**config.mk**
```make
export PLATFORM = sky130hd
export DESIGN_NAME = req_priority_encoder_flat
export DESIGN_NICKNAME = d
export VERILOG_FILES = /design/src/rtl/req_priority_encoder_pkg.sv /design/src/rtl/req_priority_encoder_if.sv /design/src/rtl/decoder_3_8.sv /design/src/rtl/req_priority_encoder.sv /design/src/flat_wrapper.sv
export SDC_FILE = /design/constraint.sdc
export NUM_CORES = 1
export LEC_CHECK = 0
export CORE_UTILIZATION = 45
export DETAILED_ROUTE_END_ITERATION = 8
export HOLD_SLACK_MARGIN = 0.1
export MAX_ROUTING_LAYER = met4
export PLACE_DENSITY = 0.83
export SYNTH_ARGS = -nofsm -noshare
export SYNTH_HDL_FRONTEND = slang
export SYNTH_SLANG_ARGS = --single-unit
```
**constraint.sdc**
```tcl
create_clock -name clk -period 4 [get_ports clk]
set_input_delay 0.8 -clock clk [delete_from_list [all_inputs] [get_ports clk]]
set_output_delay 0.8 -clock clk [all_outputs]
set_load 0.01 [all_outputs]
```
**src/rtl/req_priority_encoder_pkg.sv**
```systemverilog
// Shared types, sizes and selection helpers for the request priority encoder.
// Both selection policies live here so the top and any reuse see one definition.
package req_priority_encoder_pkg;

  localparam int N_REQ  = 8;
  localparam int CODE_W = $clog2(N_REQ);
  localparam bit RR_EN_DEFAULT = 1'b0;

  typedef logic [N_REQ-1:0]  req_vec_t;
  typedef logic [CODE_W-1:0] code_t;

  // Highest set index wins; returns 0 for an empty vector (caller gates on |v).
  function automatic code_t prio_hi(input req_vec_t v);
    code_t idx;
    idx = '0;
    for (int i = 0; i < N_REQ; i++) begin
      if (v[i]) idx = code_t'(i);
    end
    return idx;
  endfunction

  // First set index scanning ptr+1, ptr+2, ... modulo N_REQ, so the last grant
  // is the lowest priority on the next pick.
  function automatic code_t rr_pick(input req_vec_t v, input code_t ptr);
    code_t idx;
    code_t cand;
    logic  found;
    idx   = ptr;
    found = 1'b0;
    for (int k = 1; k <= N_REQ; k++) begin
      cand = code_t'(int'(ptr) + k);
      if (!found && v[cand]) begin
        idx   = cand;
        found = 1'b1;
      end
    end
    return idx;
  endfunction

endpackage

```
**src/rtl/req_priority_encoder_if.sv**
```systemverilog
// Request/grant bundle between the request sources, the encoder and the
// downstream dispatch logic; the encoder is the slave side.
interface req_priority_encoder_if;
  import req_priority_encoder_pkg::*;

  req_vec_t req_in;
  req_vec_t req_mask;
  req_vec_t pending;
  code_t    code_out;
  logic     code_valid;
  logic     code_ready;
  logic     ovf;

  modport master (
    output req_in, req_mask, code_ready,
    input  code_out, code_valid, pending, ovf
  );

  modport slave (
    input  req_in, req_mask, code_ready,
    output code_out, code_valid, pending, ovf
  );

endinterface

```
**src/rtl/decoder_3_8.sv**
```systemverilog
// Enabled binary-to-one-hot decoder; used to turn an accepted index into the
// pending-bit clear mask.
module decoder_3_8
  import req_priority_encoder_pkg::*;
(
  input  logic     en,
  input  code_t    code,
  output req_vec_t onehot
);

  always_comb begin
    // NOTE: default every combinational output first so no path leaves it
    // unassigned; otherwise synthesis infers a latch.
    onehot = '0;
    if (en) onehot[code] = 1'b1;
  end

endmodule

```
**src/rtl/req_priority_encoder.sv**
```systemverilog
// Latches request lines into a pending register and presents one selected
// index at a time on a valid/ready output, clearing the bit when it is taken.
module req_priority_encoder
  import req_priority_encoder_pkg::*;
#(
  parameter bit RR_EN = RR_EN_DEFAULT
)(
  input  logic clk,
  input  logic rst,
  req_priority_encoder_if.slave bus
);

  req_vec_t pending_q;
  code_t    code_q;
  logic     valid_q;
  logic     ovf_q;
  code_t    rr_ptr_q;

  logic     acc;
  logic     load;
  req_vec_t clr;
  req_vec_t elig;
  code_t    sel;

  assign acc  = valid_q & bus.code_ready;
  assign load = ~valid_q | acc;

  decoder_3_8 u_clr_dec (
    .en     (acc),
    .code   (code_q),
    .onehot (clr)
  );

  // Registered pending only: a request is never eligible in the cycle it
  // arrives, and the bit being handed over right now is excluded.
  assign elig = pending_q & bus.req_mask & ~clr;

  always_comb begin
    sel = RR_EN ? rr_pick(elig, rr_ptr_q) : prio_hi(elig);
  end

  always_ff @(posedge clk) begin
    if (rst) begin
      pending_q <= '0;
      code_q    <= '0;
      valid_q   <= 1'b0;
      ovf_q     <= 1'b0;
      rr_ptr_q  <= code_t'(N_REQ - 1);
    end else begin
      // NOTE: state registers use non-blocking assignments so every register
      // here samples the pre-edge values, independent of statement order.
      // A new request on the bit being cleared this cycle wins and re-arms it.
      pending_q <= (pending_q & ~clr) | bus.req_in;
      ovf_q     <= |(bus.req_in & pending_q & ~clr);
      // Output is held while the consumer stalls; an empty pick keeps code_q.
      if (load) begin
        valid_q <= |elig;
        if (|elig) code_q <= sel;
      end
      if (acc) rr_ptr_q <= code_q;
    end
  end

  assign bus.pending    = pending_q;
  assign bus.code_out   = code_q;
  assign bus.code_valid = valid_q;
  assign bus.ovf        = ovf_q;

endmodule
```
**src/flat_wrapper.sv**
```systemverilog
// flat-port wrapper written by rule: the top's interface ports become plain ports
module req_priority_encoder_flat import req_priority_encoder_pkg::*;
#(
  parameter bit RR_EN = RR_EN_DEFAULT
)
  (clk, rst, bus_req_in, bus_req_mask, bus_code_ready, bus_code_out, bus_code_valid, bus_pending, bus_ovf);
  req_priority_encoder_if bus_i ();
  input  logic clk;
  input  logic rst;
  input wire logic [$bits(bus_i.req_in)-1:0] bus_req_in;
  input wire logic [$bits(bus_i.req_mask)-1:0] bus_req_mask;
  input wire logic [$bits(bus_i.code_ready)-1:0] bus_code_ready;
  output wire logic [$bits(bus_i.code_out)-1:0] bus_code_out;
  output wire logic [$bits(bus_i.code_valid)-1:0] bus_code_valid;
  output wire logic [$bits(bus_i.pending)-1:0] bus_pending;
  output wire logic [$bits(bus_i.ovf)-1:0] bus_ovf;
  assign bus_i.req_in = bus_req_in;
  assign bus_i.req_mask = bus_req_mask;
  assign bus_i.code_ready = bus_code_ready;
  assign bus_code_out = bus_i.code_out;
  assign bus_code_valid = bus_i.code_valid;
  assign bus_pending = bus_i.pending;
  assign bus_ovf = bus_i.ovf;
  req_priority_encoder #(.RR_EN(RR_EN)) u_core (.clk(clk), .rst(rst), .bus(bus_i));
endmodule
```
==> reports/qor.csv, run 1 <==
metric,value,unit
status,finished with violations,
min_period,2404,ps
start_util,0.4992,
cts_tree,yes,
grt_max_degree,14,
p_leak,0.4362,nW
rrSetupSlack,2120,ps
crit_arrival,2570,ps
cts_hold_buf,0,
io_buffers,31,
drt_wl_total,1904,um
synth_cell_types,41,
core_area,1577,sq um
hold_start,u_core.bus.code_out[2],
drt_pass1_iterations,7,
post-route-util,0.7127,
synth_edf_count,0,
r2r_cells,5,
fp.dieArea,1920,sq um
p_total,354.5,uW
tns,0,ps
worst_slack,1596,ps
postCtsSetupBuffers,0,
syn_nets,107,
max-vdd-ir-drop,0.0001783,V
worst_pin_slew,513.3,ps
final_net_count,141,
synthToLayoutAreaGrowth,42.77,%
drc,3,
clkSinkCount,13,
fillCellCount,132,
synth-seq-cells,13,
ctsResizeCount,0,
max_stage_delay,540,ps
hold_viol_final,0,
min_to,u_core.bus.code_out[2],
drive_gt1_frac,0.1322,
grt_pass1_vias,731,
rr_startpoint,u_core.bus.code_out[0],
hold_path_class,flip-flop to flip-flop,
dp.cells,133,
ant_nets,0,
setup_viol,0,
clockRootBuffer,clkbuf_4,
netlist_area,787.0,sq um
crit_path_end_kind,flip-flop,
rows,14,
fp.dieW,43.82,um
start_kind,primary input,
synth_area_leaders,"dfxtp_1 33%, nor2_1 8.6%, a21boi_0 3.8%",
violations,design-rule violations,
synth_warnings,0,
htree_levels,1,
timing.final.crit_share,0.6011,
synth_async_sr_flop_share,0,
synthDominantAreaCellType,dfxtp_1,
netlist_instances,88,
final_max_slew_viol_count,0,
via_per_inst,5.759,
fin_cells,137,
power.density,315.5,nW/um^2
antenna_found_initial,0,
grt_first_pass_wirelength,3084,um
synth_top_area_frac,0.3307,
cts.clk_slew.worst_paths,90,ps
rsz0062_at_grt,no,
critPathRequiredTime,4160,ps
drt-initial-drc-count,33,
fp.dieH,43.82,um
avgSynthCellArea,8.943,sq um
final_cell_mix,"31 x clkdlybuf4s50_1, 18 x nor2_1, 13 x dfxtp_1, 7 x nand2_1",
skew,5.558,ps
pin_count,32,
r2r-end,u_core.bus.code_out[0],
min_path_cells,2,
worstSkewPairLatency,280,ps
pre_cts_slack,1296,ps
routabilityCongestion,0.8101,
ys_seq_area_frac,0.3307,
max_cap_violations,0,
dpl_cell_area,1097,sq um
fin_area,1124,sq um
path_cells,clkdlybuf4s50_1 -> nand3_2 -> o311a_4 -> or4_4 -> nor2_1 -> o41ai_1,
dp_hpwl,1454,um
overflow,0,
worst-setup-path-type,primary input to flip-flop,
relSlewSlack,0.6567,
grt_use_total,0.2215,
via_count,789,
crit_slowest_cell,clkdlybuf4s50_1,
routedWlPerCell,13.90,um
fmax,0.4159,GHz
layout_commonest_cell,clkdlybuf4s50_1,
diodes,0,
cts_max_path_buffers,2,
cp_max_fo,5,
cts-buffers-inserted,3,
ys.flop_type,dfxtp_1,
hold_slack,543.4,ps
## critical path, delay by kind of cell
| family | cells | cell delay [ps] |
|---|---|---|
| compound gates | 2 | 430 |
| buf+inv | 1 | 540 |
| simple gates | 3 | 800 |
## report_power, final
group | internal (mW) | switching [mW] | total, mW
Sequential | 0.141 | 0.0149 | 0.156
Clock | 0.0388 | 0.0480 | 0.0867
Combinational | 0.0639 | 0.0476 | 0.111
## how the worst max path moves through the flow
stage | endpoint | from | slack (ps) | cells past startpoint
floorplan | u_core.bus.code_valid | bus_code_ready | 1930 | 5
CTS | u_core.bus.code_out[0] | bus_code_ready | 1590 | 6
detailed placement | u_core.bus.code_out[0] | bus_code_ready | 1300 | 6
finish | u_core.bus.code_out[0] | bus_code_ready | 1600 | 6
global route | u_core.bus.code_out[0] | bus_code_ready | 1520 | 6
global placement | u_core.bus.code_out[1] | bus_code_ready | 1340 | 6
## area by class of cell
cell class / count / area, sq um / share of cell area
clock buffer: 4 / 26.28 / 0.02339
inverter: 1 / 3.754 / 0.003341
multi-input combinational: 72 / 503.0 / 0.4477
sequential: 13 / 260.3 / 0.2316
tap: 16 / 20.02 / 0.01782
timing repair buffer: 31 / 310.3 / 0.2762
## registers in the layout, indices dropped and copies added, names as in the netlist
name / flops
u_core.bus.code_out: 3
u_core.bus.code_valid: 1
u_core.bus.ovf: 1
u_core.bus.pending: 8
## synth_stat cells (2+ instances only)
library cell / instances
nor2_1: 18
dfxtp_1: 13
nand2_1: 7
a21boi_0: 4
a21oi_1: 4
a22oi_1: 3
a41oi_1: 2
and2_1: 2
and2b_2: 2
o21a_1: 2
## kinds of logic (layout without fill, tap and decap cells)
family / Yosys count / count (layout) / share of synthesized area
multiplexers: 1 / 1 / 0.01272
flip-flops: 13 / 13 / 0.3307
AO/OA/AOI/OAI: 32 / 32 / 0.3593
buffers and inverters: 3 / 36 / 0.03020
AND/OR/NAND/NOR: 39 / 39 / 0.2671
## metal layers
layer,vias to the layer above,wire length [um],GRT usage
met1,349,835,0.2853
met2,39,910,0.3642
met3,3,140,0.02917
met5,-,0,-
met4,0,18,0.05625
li1,398,-,-
Power figures use the tool's default switching activity.
==> inputs of run 2 (changes only) <==
Settings changed: CORE_ASPECT_RATIO from default to 1.5, CORE_UTILIZATION 45 to 38, PLACE_DENSITY 0.83 to 0.75.
Clock period 4 ns to 2.2 ns, I/O delays scaled along.
==> run 2 against run 1 <==
Effect of this change: cell area is 6.6% higher; setup slack worse by 1400 ps; die area is 18% higher; sequential share of layout area is 1.4 points lower; first-iteration DRC count is 36% lower; the run now ends clean; worst hold slack better by 3.3 ps; clock power is 87% higher; power is 88% higher.
==> reports/qor.csv, run 2 (synthesized netlist as in run 1, its figures left out) <==
metric,value,unit,change
grt_max_degree,13,,was 14
worstSkewPairLatency,300,ps,was 280 ps
max-vdd-ir-drop,0.0003026,V,was 0.0001783 V
diodes,0,,unchanged
fin_cells,151,,was 137
tns,0,ps,unchanged
p_comb_frac,0.330,,was 0.314
largest_reg_flops,8,,unchanged
grt_use_total,0.2169,,was 0.2215
grt_first_pass_wirelength,3298,um,was 3084 um
pin_count,32,,unchanged
routabilityCongestion,0.8763,,was 0.8101
final_max_slew_viol_count,0,,unchanged
dp.cells,147,,was 133
fp.dieW,39.16,um,was 43.82 um
drive_gt1_frac,0.1923,,was 0.1322
cts_hold_buf,0,,unchanged
critical-path-top-delay-family,simple AND/OR/NAND/NOR gates,,unchanged
crit_arrival,2170,ps,was 2570 ps
worst-setup-path-type,flip-flop to flip-flop,,was primary input to flip-flop
dp_hpwl,1671,um,was 1454 um
io_buffers,31,,unchanged
relSlewSlack,0.7324,,was 0.6567
routedWlPerCell,14.03,um,was 13.90 um
start_kind,flip-flop,,was primary input
via_count,852,,was 789
ctsResizeCount,0,,unchanged
timing.final.crit_share,0.9036,,
fillCellCount,169,,was 132
skew,6.593,ps,was 5.558 ps
power.density,557.0,nW/um^2,was 315.5 nW/um^2
drc,0,,was 3
drt-initial-drc-count,21,,was 33
core_area,1878,sq um,was 1577 sq um
via_per_inst,5.642,,was 5.759
rows,19,,was 14
start_util,0.4191,,was 0.4992
antenna_found_initial,0,,unchanged
ant_nets,0,,unchanged
clkSinkCount,13,,unchanged
path_cells,nor2b_1 -> a21oi_1 -> buf_4 -> nor4_2 -> a21oi_2 -> mux2i_1,,was clkdlybuf4s50_1 -> nand3_2 -> o311a_4 -> or4_4 -> nor2_1 -> o41ai_1
rsz0062_at_grt,no,,unchanged
worst_slack,212.1,ps,was 1596 ps
pre_cts_slack,-105.8,ps,was 1296 ps
fp.dieArea,2261,sq um,was 1920 sq um
crit_slowest_cell,dfxtp_1,,was clkdlybuf4s50_1
layout_commonest_cell,clkdlybuf4s50_1,,unchanged
switching_share,0.3157,,was 0.3116
grt_pass1_vias,801,,was 731
drt_wl_total,2119,um,was 1904 um
fp.dieH,57.74,um,was 43.82 um
internal-power,456.4,uW,was 244.0 uW
min_period,1988,ps,
p_clk_frac,0.244,,was 0.245
seq_power_share,0.426,,was 0.441
fmax,0.5031,GHz,
worst-path-buf-inv,1,,unchanged
overflow,0,,unchanged
cts-buffers-inserted,3,,unchanged
final_cell_mix,"31 x clkdlybuf4s50_1, 18 x nor2_1, 13 x dfxtp_1, 9 x buf_4, 7 x nand2_1",,"was 31 x clkdlybuf4s50_1, 18 x nor2_1, 13 x dfxtp_1, 7 x nand2_1"
p_sw,210.5,uW,was 110.4 uW
status,"complete, no violations",,was finished with violations
cts_tree,yes,,unchanged
cts_max_path_buffers,2,,unchanged
post-route-util,0.6376,,was 0.7127
final_net_count,150,,was 141
rr_startpoint,u_core.bus.code_out[0],,unchanged
htree_levels,1,,unchanged
cp_max_fo,10,,was 5
cts.clk_slew.worst_paths,90,ps,about the same
max_stage_delay,510,ps,was 540 ps
synthToLayoutAreaGrowth,52.15,%,was 42.77%
hold_viol_final,0,,unchanged
crit_path_start,u_core.bus.code_out[0],,was bus_code_ready
p_leak,0.4814,nW,was 0.4362 nW
rrSetupSlack,210,ps,was 2120 ps
worst_pin_slew,398.0,ps,was 513.3 ps
max_cap_violations,0,,unchanged
hold_start,u_core.bus.code_out[2],,unchanged
critPathRequiredTime,2380,ps,was 4160 ps
postCtsSetupBuffers,0,,unchanged
drt_pass1_iterations,5,,was 7
clockRootBuffer,clkbuf_4,,unchanged
hold_path_class,flip-flop to flip-flop,,unchanged
setup_viol,0,,unchanged
crit_path_end_kind,flip-flop,,unchanged
run 2: cell type report:
type	count	area, sq um	area share
Timing Repair Buffer	40	377.9	0.3156
Sequential cell	13	260.3	0.2173
Inverter	1	3.754	0.003135
Multi-Input combinational cell	72	503.0	0.4201
Tap cell	21	26.28	0.02194
Clock buffer	4	26.28	0.02194
run 2: worst paths after layout:
kind / endpoint / cells past startpoint
worst max register to register: u_core.bus.code_out[1] / 6
worst min-delay path: u_core.bus.code_out[2] / 2
worst max-delay path: u_core.bus.code_out[1] / 6
worst min register to register: u_core.bus.code_out[2] / 2
run 2: stage by stage:
step           hold WS (ps)  power, mW  cell area (sq um)
6_report              546.7     0.6669               1197
4_1_cts               546.7     0.6652               1197
3_3_place_gp          521.5     0.5058               1171
5_1_grt               569.3     0.6936               1197
3_5_place_dp          533.0     0.5097               1171
2_1_floorplan         529.5     0.3960              787.0
run 2: power by group through the flow:
stage	clock, mW	sequential [mW]	combinational, mW
2_1_floorplan	0	0.291	0.105
3_3_place_gp	0	0.288	0.217
3_5_place_dp	0	0.290	0.220
4_1_cts	0.160	0.284	0.221
5_1_grt	0.168	0.287	0.239
6_report	0.162	0.284	0.220
run 2: worst register-to-register path, delay by kind of cell, from the launching register on:
kind	cells	cell delay (ps)
buf+inv	1	170
compound gates	2	300
mux	1	140
flops	1	510
simple gates	2	760
run 2: routing by layer:
metal / global-route usage / vias to the layer above / share of wire
li1: - / 422 / -
met4: 0.1182 / 0 / 0.027
met5: - / - / 0
met3: 0.03448 / 7 / 0.053
met1: 0.2380 / 391 / 0.40
met2: 0.3571 / 32 / 0.52
==> inputs of run 3 (changes only) <==
Settings changed: ABC_AREA from default to 1, CORE_UTILIZATION 38 to 37, PLACE_DENSITY 0.75 to 0.74.
==> run 3 against run 2 <==
Effect of this change: clock-buffer cell count unchanged; largest cell class unchanged; cell count increased by 19%; sequential cell count unchanged; die area rose by 0.41%; via count rose by 2.6%; critical path depth grew 6; power is 4.1% lower; critical path type is now primary input to flip-flop; maximum frequency is 13% higher; combinational power decreased by 5%; register-to-register slack better by 500 ps; largest power group unchanged; critical endpoint unchanged; synthesized cell count up 42%.
==> reports/qor.csv, run 3 <==
metric,value,unit,change
core_area,1902,sq um,was 1878 sq um
worstSkewPairLatency,280,ps,was 300 ps
grt_max_degree,12,,was 13
max_stage_delay,510,ps,about the same
drive_gt1_frac,0.1258,,was 0.1923
rows,19,,unchanged
overflow,0,,unchanged
htree_levels,1,,unchanged
start_kind,primary input,,was flip-flop
synth_edf_count,0,,unchanged
synth_warnings,0,,unchanged
path_cells,clkdlybuf4s50_1 -> nand2_2 -> nor2_2 -> nand2_1 -> nand2_2 -> nand2_2 -> nor2_4 -> nand2_2 -> nand2_4 -> nand2_1 -> nand2_1 -> nor2_1,,was nor2b_1 -> a21oi_1 -> buf_4 -> nor4_2 -> a21oi_2 -> mux2i_1
crit_slowest_cell,clkdlybuf4s50_1,,was dfxtp_1
netlist_area,769.5,sq um,was 787.0 sq um
grt_pass1_vias,841,,was 801
r2r_cells,11,,was 6
netlist_instances,125,,was 88
hold_viol_final,0,,unchanged
fp.dieW,39.24,um,was 39.16 um
worst_pin_slew,416.1,ps,was 398.0 ps
routedWlPerCell,10.63,um,was 14.03 um
drt-initial-drc-count,27,,was 21
ys_seq_area_frac,0.3382,,was 0.3307
ant_nets,0,,unchanged
min_path_cells,2,,unchanged
timing.final.crit_share,0.7968,,was 0.9036
ctsResizeCount,0,,unchanged
final_cell_mix,"37 x nand2_1, 31 x clkdlybuf4s50_1, 22 x inv_1, 14 x nor2_1, 13 x dfxtp_1",,"was 31 x clkdlybuf4s50_1, 18 x nor2_1, 13 x dfxtp_1, 9 x buf_4, 7 x nand2_1"
cts_tree,yes,,unchanged
max-vdd-ir-drop,0.0003930,V,was 0.0003026 V
crit_arrival,1940,ps,was 2170 ps
synthDominantAreaCellType,dfxtp_1,,unchanged
synth-seq-cells,13,,unchanged
avgSynthCellArea,6.156,sq um,was 8.943 sq um
synthToLayoutAreaGrowth,46.67,%,was 52.15%
status,"complete, no violations",,unchanged
rsz0062_at_grt,no,,unchanged
start_util,0.4046,,was 0.4191
setup_viol,0,,unchanged
drc,0,,unchanged
fin_area,1129,sq um,was 1197 sq um
rr_startpoint,u_core.bus.code_out[0],,unchanged
synth_area_leaders,"dfxtp_1 34%, nand2_1 18%, inv_1 11%",,"was dfxtp_1 33%, nor2_1 8.6%, a21boi_0 3.8%"
hold_slack,510.2,ps,was 546.7 ps
routabilityCongestion,0.8802,,was 0.8763
cp.depth,12,,was 6
postCtsSetupBuffers,0,,unchanged
pin_count,32,,unchanged
syn_nets,144,,was 107
ys_top_cells_by_count,"37 x nand2_1, 22 x inv_1, 14 x nor2_1",,"was 18 x nor2_1, 13 x dfxtp_1, 7 x nand2_1"
fmax,0.5704,GHz,was 0.5031 GHz
cts.clk_slew.worst_paths,80,ps,was 90 ps
worst-path-buf-inv,1,,unchanged
rrSetupSlack,710,ps,was 210 ps
power.density,566.8,nW/um^2,was 557.0 nW/um^2
hold_start,u_core.bus.pending[6],,was u_core.bus.code_out[2]
clockRootBuffer,clkbuf_4,,unchanged
final_max_slew_viol_count,0,,unchanged
fp.dieArea,2270,sq um,was 2261 sq um
synth_async_sr_flop_share,0,,unchanged
tns,0,ps,unchanged
synth_most_common_cell,nand2_1,,was nor2_1
cp_common_cell,nand2_2,,
drt_wl_total,1913,um,was 2119 um
worst-setup-path-type,primary input to flip-flop,,was flip-flop to flip-flop
critical-path-top-delay-family,simple AND/OR/NAND/NOR gates,,unchanged
cts-buffers-inserted,3,,unchanged
drt_pass1_iterations,4,,was 5
min_period,1753,ps,was 1988 ps
r2r-end,u_core.bus.code_out[1],,unchanged
hold_path_class,flip-flop to flip-flop,,unchanged
io_buffers,31,,unchanged
p_leak,0.5723,nW,was 0.4814 nW
ys.flop_type,dfxtp_1,,unchanged
synth_cell_types,15,,was 41
clkSinkCount,13,,unchanged
via_count,874,,was 852
max_cap_violations,0,,unchanged
cts_max_path_buffers,2,,unchanged
relSlewSlack,0.7218,,was 0.7324
cp_max_fo,5,,was 10
fp.dieH,57.86,um,was 57.74 um
dpl_cell_area,1102,sq um,was 1171 sq um
min_to,u_core.bus.pending[6],,was u_core.bus.code_out[2]
pre_cts_slack,142.3,ps,was -105.8 ps
crit_path_end_kind,flip-flop,,unchanged
layout_commonest_cell,nand2_1,,was clkdlybuf4s50_1
diodes,0,,unchanged
critPathRequiredTime,2380,ps,about the same
skew,3.060,ps,was 6.593 ps
cts_hold_buf,0,,unchanged
worst_slack,447.0,ps,was 212.1 ps
via_per_inst,4.856,,was 5.642
dp_hpwl,1550,um,was 1671 um
antenna_found_initial,0,,unchanged
final_net_count,179,,was 150
grt_first_pass_wirelength,3353,um,was 3298 um
synth_top_area_frac,0.3382,,was 0.3307
largest_reg_flops,8,,unchanged
grt_use_total,0.2096,,was 0.2169
p_total,639.7,uW,was 666.9 uW
-- run 3: changes by cell type after synthesis, sizes merged, moves of 3 or more --
| cell | previous run | this run |
|---|---|---|
| a21boi | 5 | 2 |
| inv | 1 | 22 |
| a22oi | 3 | 0 |
| nand2 | 7 | 50 |
| a21oi | 5 | 9 |
-- run 3: how the worst max path moves through the flow --
stage / startpoint / endpoint / slack, ps
4_1_cts: bus_code_ready / u_core.bus.code_out[1] / 440
5_1_grt: bus_code_ready / u_core.bus.code_valid / 270
6_report: bus_code_ready / u_core.bus.code_out[1] / 450
2_1_floorplan: bus_code_ready / u_core.bus.code_out[0] / 860
3_5_place_dp: bus_code_ready / u_core.bus.code_out[1] / 140
3_3_place_gp: bus_code_ready / u_core.bus.code_out[1] / 150
-- run 3: logic make-up (layout without fill, tap and decap cells) --
family | after synthesis | count (layout) | share of synthesized area
flip-flops | 13 | 13 | 0.3382
buffers and inverters | 23 | 57 | 0.1122
AND/OR/NAND/NOR | 72 | 72 | 0.4260
AO/OA/AOI/OAI | 17 | 17 | 0.1236
-- run 3: per-layer routing --
| metal | part of all wire | vias to the layer above | GRT usage |
|---|---|---|---|
| li1 | - | 446 | - |
| met1 | 0.41 | 401 | 0.2512 |
| met2 | 0.54 | 19 | 0.3333 |
| met3 | 0.033 | 8 | 0.02682 |
| met4 | 0.025 | 0 | 0.1034 |
| met5 | 0 | - | - |
-- run 3: metrics by stage --
step             util  instances
3_5_place_dp   0.5796        176
2_1_floorplan       -        125
3_3_place_gp   0.5796        176
6_report       0.5934        180
4_1_cts        0.5934        180
5_1_grt        0.5934        180
-- run 3: power by group --
part | internal, mW | switching [mW]
registers | 0.258 | 0.0206
clock network | 0.0704 | 0.0830
logic | 0.106 | 0.102
-- run 3: cell type report --
class	instances	area (sq um)
clock buffers	4	26.28
fillers	186	773.2
inverters	22	82.58
multi-input cells	89	422.9
flip-flops and latches	13	260.3
well taps	21	26.28
repair buffers	31	310.3
-- run 3: worst min-delay path: stages, from the launching register on --
cell	delay, ps
dfxtp_1	330
nand2_1	80
a21oi_1	50
